$ cat config.mk
export PLATFORM = sky130hd
export DESIGN_NAME = multicycle_controller
export DESIGN_NICKNAME = d
export VERILOG_FILES = /design/src/rtl/multicycle_controller.sv
export SDC_FILE = /design/constraint.sdc
export NUM_CORES = 1
export LEC_CHECK = 0
export CAP_MARGIN = 15
export CORE_UTILIZATION = 44
export DETAILED_ROUTE_END_ITERATION = 8
export GPL_TIMING_DRIVEN = 0
export PLACE_DENSITY_LB_ADDON = 0.1
export SLEW_MARGIN = 30
export SYNTH_ARGS = -nofsm -noshare
export SYNTH_HDL_FRONTEND = slang
export SYNTH_SLANG_ARGS = --single-unit
$ cat constraint.sdc
create_clock -name clk -period 4.46 [get_ports clk]
set_input_delay 0.892 -clock clk [delete_from_list [all_inputs] [get_ports clk]]
set_output_delay 0.892 -clock clk [all_outputs]
set_load 0.01 [all_outputs]
$ cat src/rtl/multicycle_controller.sv
// Multi-cycle RV32I sequencing controller: owns the IR, walks each instruction
// through fetch/decode/execute/memory/writeback and traps on illegal encodings.
module multicycle_controller #(
  parameter int instr_width  = 32,
  parameter int alu_op_width = 4
) (
  input  logic                    clk,
  input  logic                    rst,
  input  logic [instr_width-1:0]  mem_rdata,
  input  logic                    mem_ready,
  output logic                    mem_req,
  output logic                    mem_we,
  output logic                    mem_addr_sel,
  output logic [instr_width-1:0]  ir,
  output logic                    pc_write,
  output logic                    mdr_write,
  output logic [alu_op_width-1:0] alu_op,
  output logic                    sel_bw_imm_rs2,
  output logic                    regfile_write_enable,
  output logic                    wb_sel,
  output logic                    instr_retired,
  output logic                    illegal_instr
);

  typedef enum logic [2:0] {
    IDLE, FETCH, DECODE, EXECUTE, MEMORY, WRITEBACK, TRAP
  } state_t;

  localparam logic [6:0] OP_R     = 7'b0110011;
  localparam logic [6:0] OP_I     = 7'b0010011;
  localparam logic [6:0] OP_LOAD  = 7'b0000011;
  localparam logic [6:0] OP_STORE = 7'b0100011;
  localparam logic [6:0] F7_ZERO  = 7'b0000000;
  localparam logic [6:0] F7_ALT   = 7'b0100000;

  state_t                  state_q, state_d;
  logic [instr_width-1:0]  ir_q, ir_d;

  logic [6:0] opcode;
  logic [2:0] func3;
  logic [6:0] func7;
  logic       is_r, is_i, is_load, is_store;
  logic       legal;
  logic [3:0] alu_code;

  assign opcode   = ir_q[6:0];
  assign func3    = ir_q[14:12];
  assign func7    = ir_q[31:25];
  assign is_r     = (opcode == OP_R);
  assign is_i     = (opcode == OP_I);
  assign is_load  = (opcode == OP_LOAD);
  assign is_store = (opcode == OP_STORE);

  always_comb begin
    legal = 1'b0;
    case (opcode)
      OP_R:     legal = (func7 == F7_ZERO) ||
                        ((func7 == F7_ALT) && ((func3 == 3'b000) || (func3 == 3'b101)));
      OP_I: begin
        case (func3)
          3'b001:  legal = (func7 == F7_ZERO);
          3'b101:  legal = (func7 == F7_ZERO) || (func7 == F7_ALT);
          default: legal = 1'b1;
        endcase
      end
      OP_LOAD:  legal = func3 inside {3'b000, 3'b001, 3'b010, 3'b100, 3'b101};
      OP_STORE: legal = func3 inside {3'b000, 3'b001, 3'b010};
      default:  legal = 1'b0;
    endcase
  end

  // Immediate forms never subtract; func7 bit 5 only picks sra over srl there.
  always_comb begin
    alu_code = 4'd0;
    if (is_r || is_i) begin
      case (func3)
        3'b000:  alu_code = (is_r && ir_q[30]) ? 4'd1 : 4'd0;
        3'b001:  alu_code = 4'd2;
        3'b010:  alu_code = 4'd3;
        3'b011:  alu_code = 4'd4;
        3'b100:  alu_code = 4'd5;
        3'b101:  alu_code = ir_q[30] ? 4'd7 : 4'd6;
        3'b110:  alu_code = 4'd8;
        default: alu_code = 4'd9;
      endcase
    end
  end

  always_comb begin
    state_d = state_q;
    ir_d    = ir_q;
    case (state_q)
      IDLE:      state_d = FETCH;
      FETCH: begin
        if (mem_ready) begin
          ir_d    = mem_rdata;
          state_d = DECODE;
        end
      end
      DECODE:    state_d = legal ? EXECUTE : TRAP;
      EXECUTE:   state_d = (is_load || is_store) ? MEMORY : WRITEBACK;
      MEMORY: begin
        if (mem_ready) state_d = is_load ? WRITEBACK : FETCH;
      end
      WRITEBACK: state_d = FETCH;
      TRAP:      state_d = TRAP;
      default:   state_d = IDLE;
    endcase
  end

  always_ff @(posedge clk or posedge rst) begin
    if (rst) begin
      state_q <= IDLE;
      ir_q    <= '0;
    end else begin
      state_q <= state_d;
      ir_q    <= ir_d;
    end
  end

  // The store/load completion strobes fire in the MEMORY cycle that mem_ready arrives.
  assign mem_req              = (state_q == FETCH) || (state_q == MEMORY);
  assign mem_we               = (state_q == MEMORY) && is_store;
  assign mem_addr_sel         = (state_q == MEMORY);
  assign mdr_write            = (state_q == MEMORY) && mem_ready && is_load;
  assign pc_write             = (state_q == WRITEBACK) ||
                                ((state_q == MEMORY) && mem_ready && is_store);
  assign instr_retired        = pc_write;
  assign regfile_write_enable = (state_q == WRITEBACK);
  assign illegal_instr        = (state_q == TRAP);
  assign ir                   = ir_q;
  assign alu_op               = alu_op_width'(alu_code);
  assign sel_bw_imm_rs2       = is_i || is_load || is_store;
  assign wb_sel               = is_load;

endmodule

# Word level (Yosys, flattened, before mapping)

Cells that the tools add are included.

Equality and inequality tests: 19
Multiplexer cells: 12
Reductions and logical operators: 23

Operators with widths:

| operator             | count |
|---|---|
| $pmux W4 S7          | 1 |
| $eq A7 B6 Y1 const B | 3 |
| $eq A3 B3 Y1 const B | 6 |
| $pmux W3 S6          | 1 |
| $eq A3 B2 Y1 const B | 4 |
| $mux W3              | 4 |
| $logic_or A1 B1 Y1   | 9 |
| $eq A7 B2 Y1 const B | 1 |
| $eq A7 B5 Y1 const B | 1 |
| $logic_not A7 Y1     | 1 |
| $eq A3 B1 Y1 const B | 2 |
| $logic_and A1 B1 Y1  | 6 |
| $logic_not A3 Y1     | 2 |
| $reduce_bool A5 Y1   | 1 |
| $mux W4              | 1 |
| $ne A2 B2 Y1 const B | 2 |
| $pmux W1 S4          | 1 |
| $reduce_and A2 Y1    | 2 |
| $mux W1              | 3 |
| $reduce_bool A3 Y1   | 1 |
| $pmux W1 S2          | 1 |
| $reduce_or A2 Y1     | 1 |

Register bits after elaboration: 35
Input port bits: 35
Output and inout bits: 46
Logic and storage cells: 56

# Logic depth before layout (Yosys ltp)

Depth in word-level cells: 7
Gate-level depth with buffers: 6
Depth with buffers taken out: 4

# Least setup slack after synthesis

OpenSTA, ideal clock, no wires.

Kind: reg2out
From: register state_q[2]
To: output port pc_write
Data arrival time: 1.342 ns
Required time: 3.568 ns
Setup slack: 2.226 ns
Stages on the path, launching flop included: 5
Path buffers: 1
Cell sequence: dfrtp_1 inv_1 nor3_1 a41o_1 buf_4

Word-level cells in the longest chain between the ends: 4
Elaborated cells on any way between the ends: 5
Classes of those cells: eq/ne (2); reduce/logical (3)

RTL lines:

| element                           | RTL line | RTL |
|---|---|---|
| from (decl)                       | 36       | `state_t state_q, state_d;` |
| from (signal assigned)            | 116      | `state_q <= state_d;` |
| $eq A3 B3 Y1                      | n/a      |  |
| named net mem_addr_sel            | 13       | `output logic mem_addr_sel,` |
| $logic_and A1 B1 Y1 (2 in series) | 127      | `((state_q == MEMORY) && mem_ready && is_store);` |
| $logic_or A1 B1 Y1                | 126      | `assign pc_write = (state_q == WRITEBACK) \|\|` |
| to (decl)                         | 15       | `output logic pc_write,` |

The timed path passes the listed nets, and every way through them passes these cells.

# Worst setup path after layout

From: input port mem_ready
To: output port pc_write

Word-level cells in the longest chain between the ends: 3

RTL lines:

| element                           | RTL line | RTL |
|---|---|---|
| from (decl)                       | 10       | `input logic mem_ready,` |
| $logic_and A1 B1 Y1 (2 in series) | 127      |  |
| $logic_or A1 B1 Y1                | 126      |  |

Every way passes these cells.

==> run_results.csv <==
group,metric,value,unit
route,wl_per_cell,14.2,um
route,drcViolationCount,0,
cts,cts_buffer_depth,2,
sta,final.min_clock_period,3.17,ns
logic_synthesis,async_flop_share,100,%
final_layout,nets,258,
logic_synthesis,synth_top_area_share,51.5,%
logic_synthesis,synth.most_common_cell,"dfrtp_1",
sta,worstMarginPinSlew,0.721,ns
die,fp-row-count,22,
logic_synthesis,syn_area,1700,um2
global_routing,grt_overflow,0,
setup_path,critPathMaxFanout,5,
logic_synthesis,yosysSeqAreaShare,51.5,%
sta,hold_viol_final,0,
cts,post_cts_resized,0,
route,dr_total_vias,1373,
final_layout,post-route-cell-area,2640,um2
pwr,clockPowerShare,12.0,%
setup_path,end_kind,"primary output",
sta,relSlewSlack,51.8,%
route,ant_nets,0,
logic_synthesis,synth-seq-cells,35,
die,dieArea,4110,um2
die,die_w,64.1,um
die,initial_utilization,46.1,%
sta,setup_viol,0,
logic_synthesis,netlist_top_cells_area,"dfrtp_1 (52%), mux2_2 (21%), clkbuf_8 (2.4%)",
cts,htreeDepth,2,
placement,place_inst,264,
final_layout,post-route-util,71.6,%
sta,rsz0062_at_grt,"false",
setup_path,worstPathRequired,3.57,ns
logic_synthesis,yosys_warnings,0,
placement,placed_cell_area,2560,um2
cts,cts.sinks,35,
logic_synthesis,ys_types,39,
die,boundaryPins,81,
cts,cts_made_buffers,5,
cts,clk_latency,0.28,ns
cts,cts-root-buf,"clkbuf_8",
final_layout,num-fill-cells,292,
global_routing,first_global_vias,1358,
logic_synthesis,synth_ff_type,"dfrtp_1",
job,cap_violations,0,
placement,place.gp.congestion,0.934,
setup_path,crit_type,"in2out",
global_routing,grt_antenna_before_repair,0,
die,die_y,64.1,um
cts,cts_tree,"yes",
setup_path,crit_path_cell_trace,"clkdlybuf4s50_1, a41o_1, buf_4, clkdlybuf4s50_1",
pwr,switching_share,34.0,%
route,drt_iter0_drc,87,
global_routing,grt_max_degree,36,
sta,fmax,315,MHz
setup_path,critPathArrivalTime,2.28,ns
sta,fin_crit_sh,71.2,%
pwr,internal_power,1.18,mW
setup_path,startpoint_type,"input pin",
route,viasPerCell,5.05,
final_layout,diodes,0,
final_layout,synthToLayoutAreaGrowth,55.4,%
logic_synthesis,avgSynthCellArea,12.5,um2
pwr,p_seq_share,34.3,%
final_layout,seqCellArea,876,um2
final_layout,layout-drive-gt1-share,22.3,%
setup_path,crit_path_max_incr_delay,0.54,ns
pwr,p_per_area,677,nW/um2
cts,ctsHoldBuffers,0,
pwr,total_leakage_power,1.07,nW
logic_synthesis,synth_common_cells,"dfrtp_1 (35), mux2_2 (31), nor2_1 (10)",
pwr,pwr-share-comb,53.7,%
cts,clk_pin_slew,0.06,ns
status,status,"completed",
logic_synthesis,syn_inst,136,
placement,hpwl,2970,um
cts,post_cts_buffers,0,
global_routing,grt_usage,20.6,%
min_path,hold_path_class,"reg2reg",
sta,fin_tns_setup,0,ns
final_layout,finalNonFillerCells,272,
sta,slew_violations,0,
setup_path,critPathBufInv,3,
final_layout,multiInputGateArea,719,um2
pwr,power.switching,608,uW
setup_path,critPathTopFamily,"buffers and inverters",
sta,clock_skew,0.00403,ns
pwr,ir_drop,381,uV
logic_synthesis,synth_nets,171,
route,dr.pass1.iters,4,
setup_path,cpMostUsedCell,"clkdlybuf4s50_1",
route,wirelength,3870,um
die,core_area,3690,um2
global_routing,grt_pass1_wl,6380,um
setup_path,slowest_stage,"clkdlybuf4s50_1",
logic_synthesis,synth_top_area_cell,"dfrtp_1",
placement,io_buffers,80,
logic_synthesis,synth_enable_flop_cells,0,
-- registers in the layout, indices dropped and copies added (netlist names) --
signal	count
ir	32
state_q	3
-- logic make-up (layout without fill, tap and decap cells) --
kind of cell,count (synthesis),after routing,synth area share (%)
AND/OR/NAND/NOR,37,37,13.2
flip-flops,35,35,51.5
multiplexers,31,31,20.5
XOR/XNOR,1,1,0.516
AO/OA/AOI/OAI,18,18,8.10
buffers and inverters,14,102,6.11
-- power groups by stage --
stage / clock network (mW) / registers, mW / logic [mW]
final: 0.214 / 0.613 / 0.960
after global routing: 0.234 / 0.636 / 1.03
after CTS: 0.222 / 0.613 / 0.968
after detailed placement: 0 / 0.618 / 0.964
after global placement: 0 / 0.604 / 0.944
after floorplan: 0 / 0.668 / 0.444
-- worst register-to-register path: stages, from the launching register on --
cell and delay, ns:
dfrtp_1 0.38, buf_6 0.13, and4bb_1 0.28, buf_6 0.15
clkbuf_8 0.18, mux2_2 0.35
-- metrics by stage --
step                      worst slack (ns)  hold WS, ns  power [mW]
after floorplan                       2.23        0.551        1.11
after global placement                1.32        0.488        1.55
after detailed placement              1.29        0.495        1.58
after CTS                             1.28        0.509        1.80
after global routing                  1.20        0.514        1.90
final                                 1.29        0.508        1.79
-- final cells by class --
class	instances	share of cell area (%)
plain buffers	9	3.22
repair buffers	80	30.3
clock buffers	7	2.89
clock inverters	1	0.189
well taps	48	2.27
flip-flops and latches	35	33.2
multi-input cells	87	27.2
inverters	5	0.711
-- worst paths after layout --
| kind | start | to | slack [ns] | cells past startpoint |
|---|---|---|---|---|
| max in group asynchronous | rst | ir[7] | 2.95 | 2 |
| max | mem_ready | pc_write | 1.29 | 4 |
| min reg2reg | ir[16] | ir[16] | 0.51 | 1 |
| min in group asynchronous | rst | ir[30] | 1.05 | 2 |
| min | ir[16] | ir[16] | 0.51 | 1 |
| max reg2reg | state_q[1] | ir[20] | 2.87 | 5 |
-- layout by cell type (no fill, tap or decap), types with 2 or more instances in the layout --
| cell type | instances |
|---|---|
| a21oi_1 | 3 |
| and3_1 | 2 |
| buf_2 | 2 |
| buf_6 | 2 |
| clkbuf_1 | 3 |
| clkbuf_8 | 8 |
| clkdlybuf4s50_1 | 80 |
| dfrtp_1 | 35 |
| inv_1 | 4 |
| mux2_2 | 31 |
| nand2_1 | 4 |
| nand2b_1 | 2 |
| nand3b_1 | 2 |
| nand4b_1 | 2 |
| nor2_1 | 10 |
| nor2b_1 | 3 |
| nor3_1 | 2 |
| o21ai_0 | 5 |
-- metal layers --
metal	vias to the layer above	wire length (um)	track usage, %
met4	0	17	7.22
li1	663	-	-
met2	52	2030	36.3
met3	2	258	6.61
met5	-	0	0
met1	656	1560	23.4
Power figures use the tool's default switching activity.
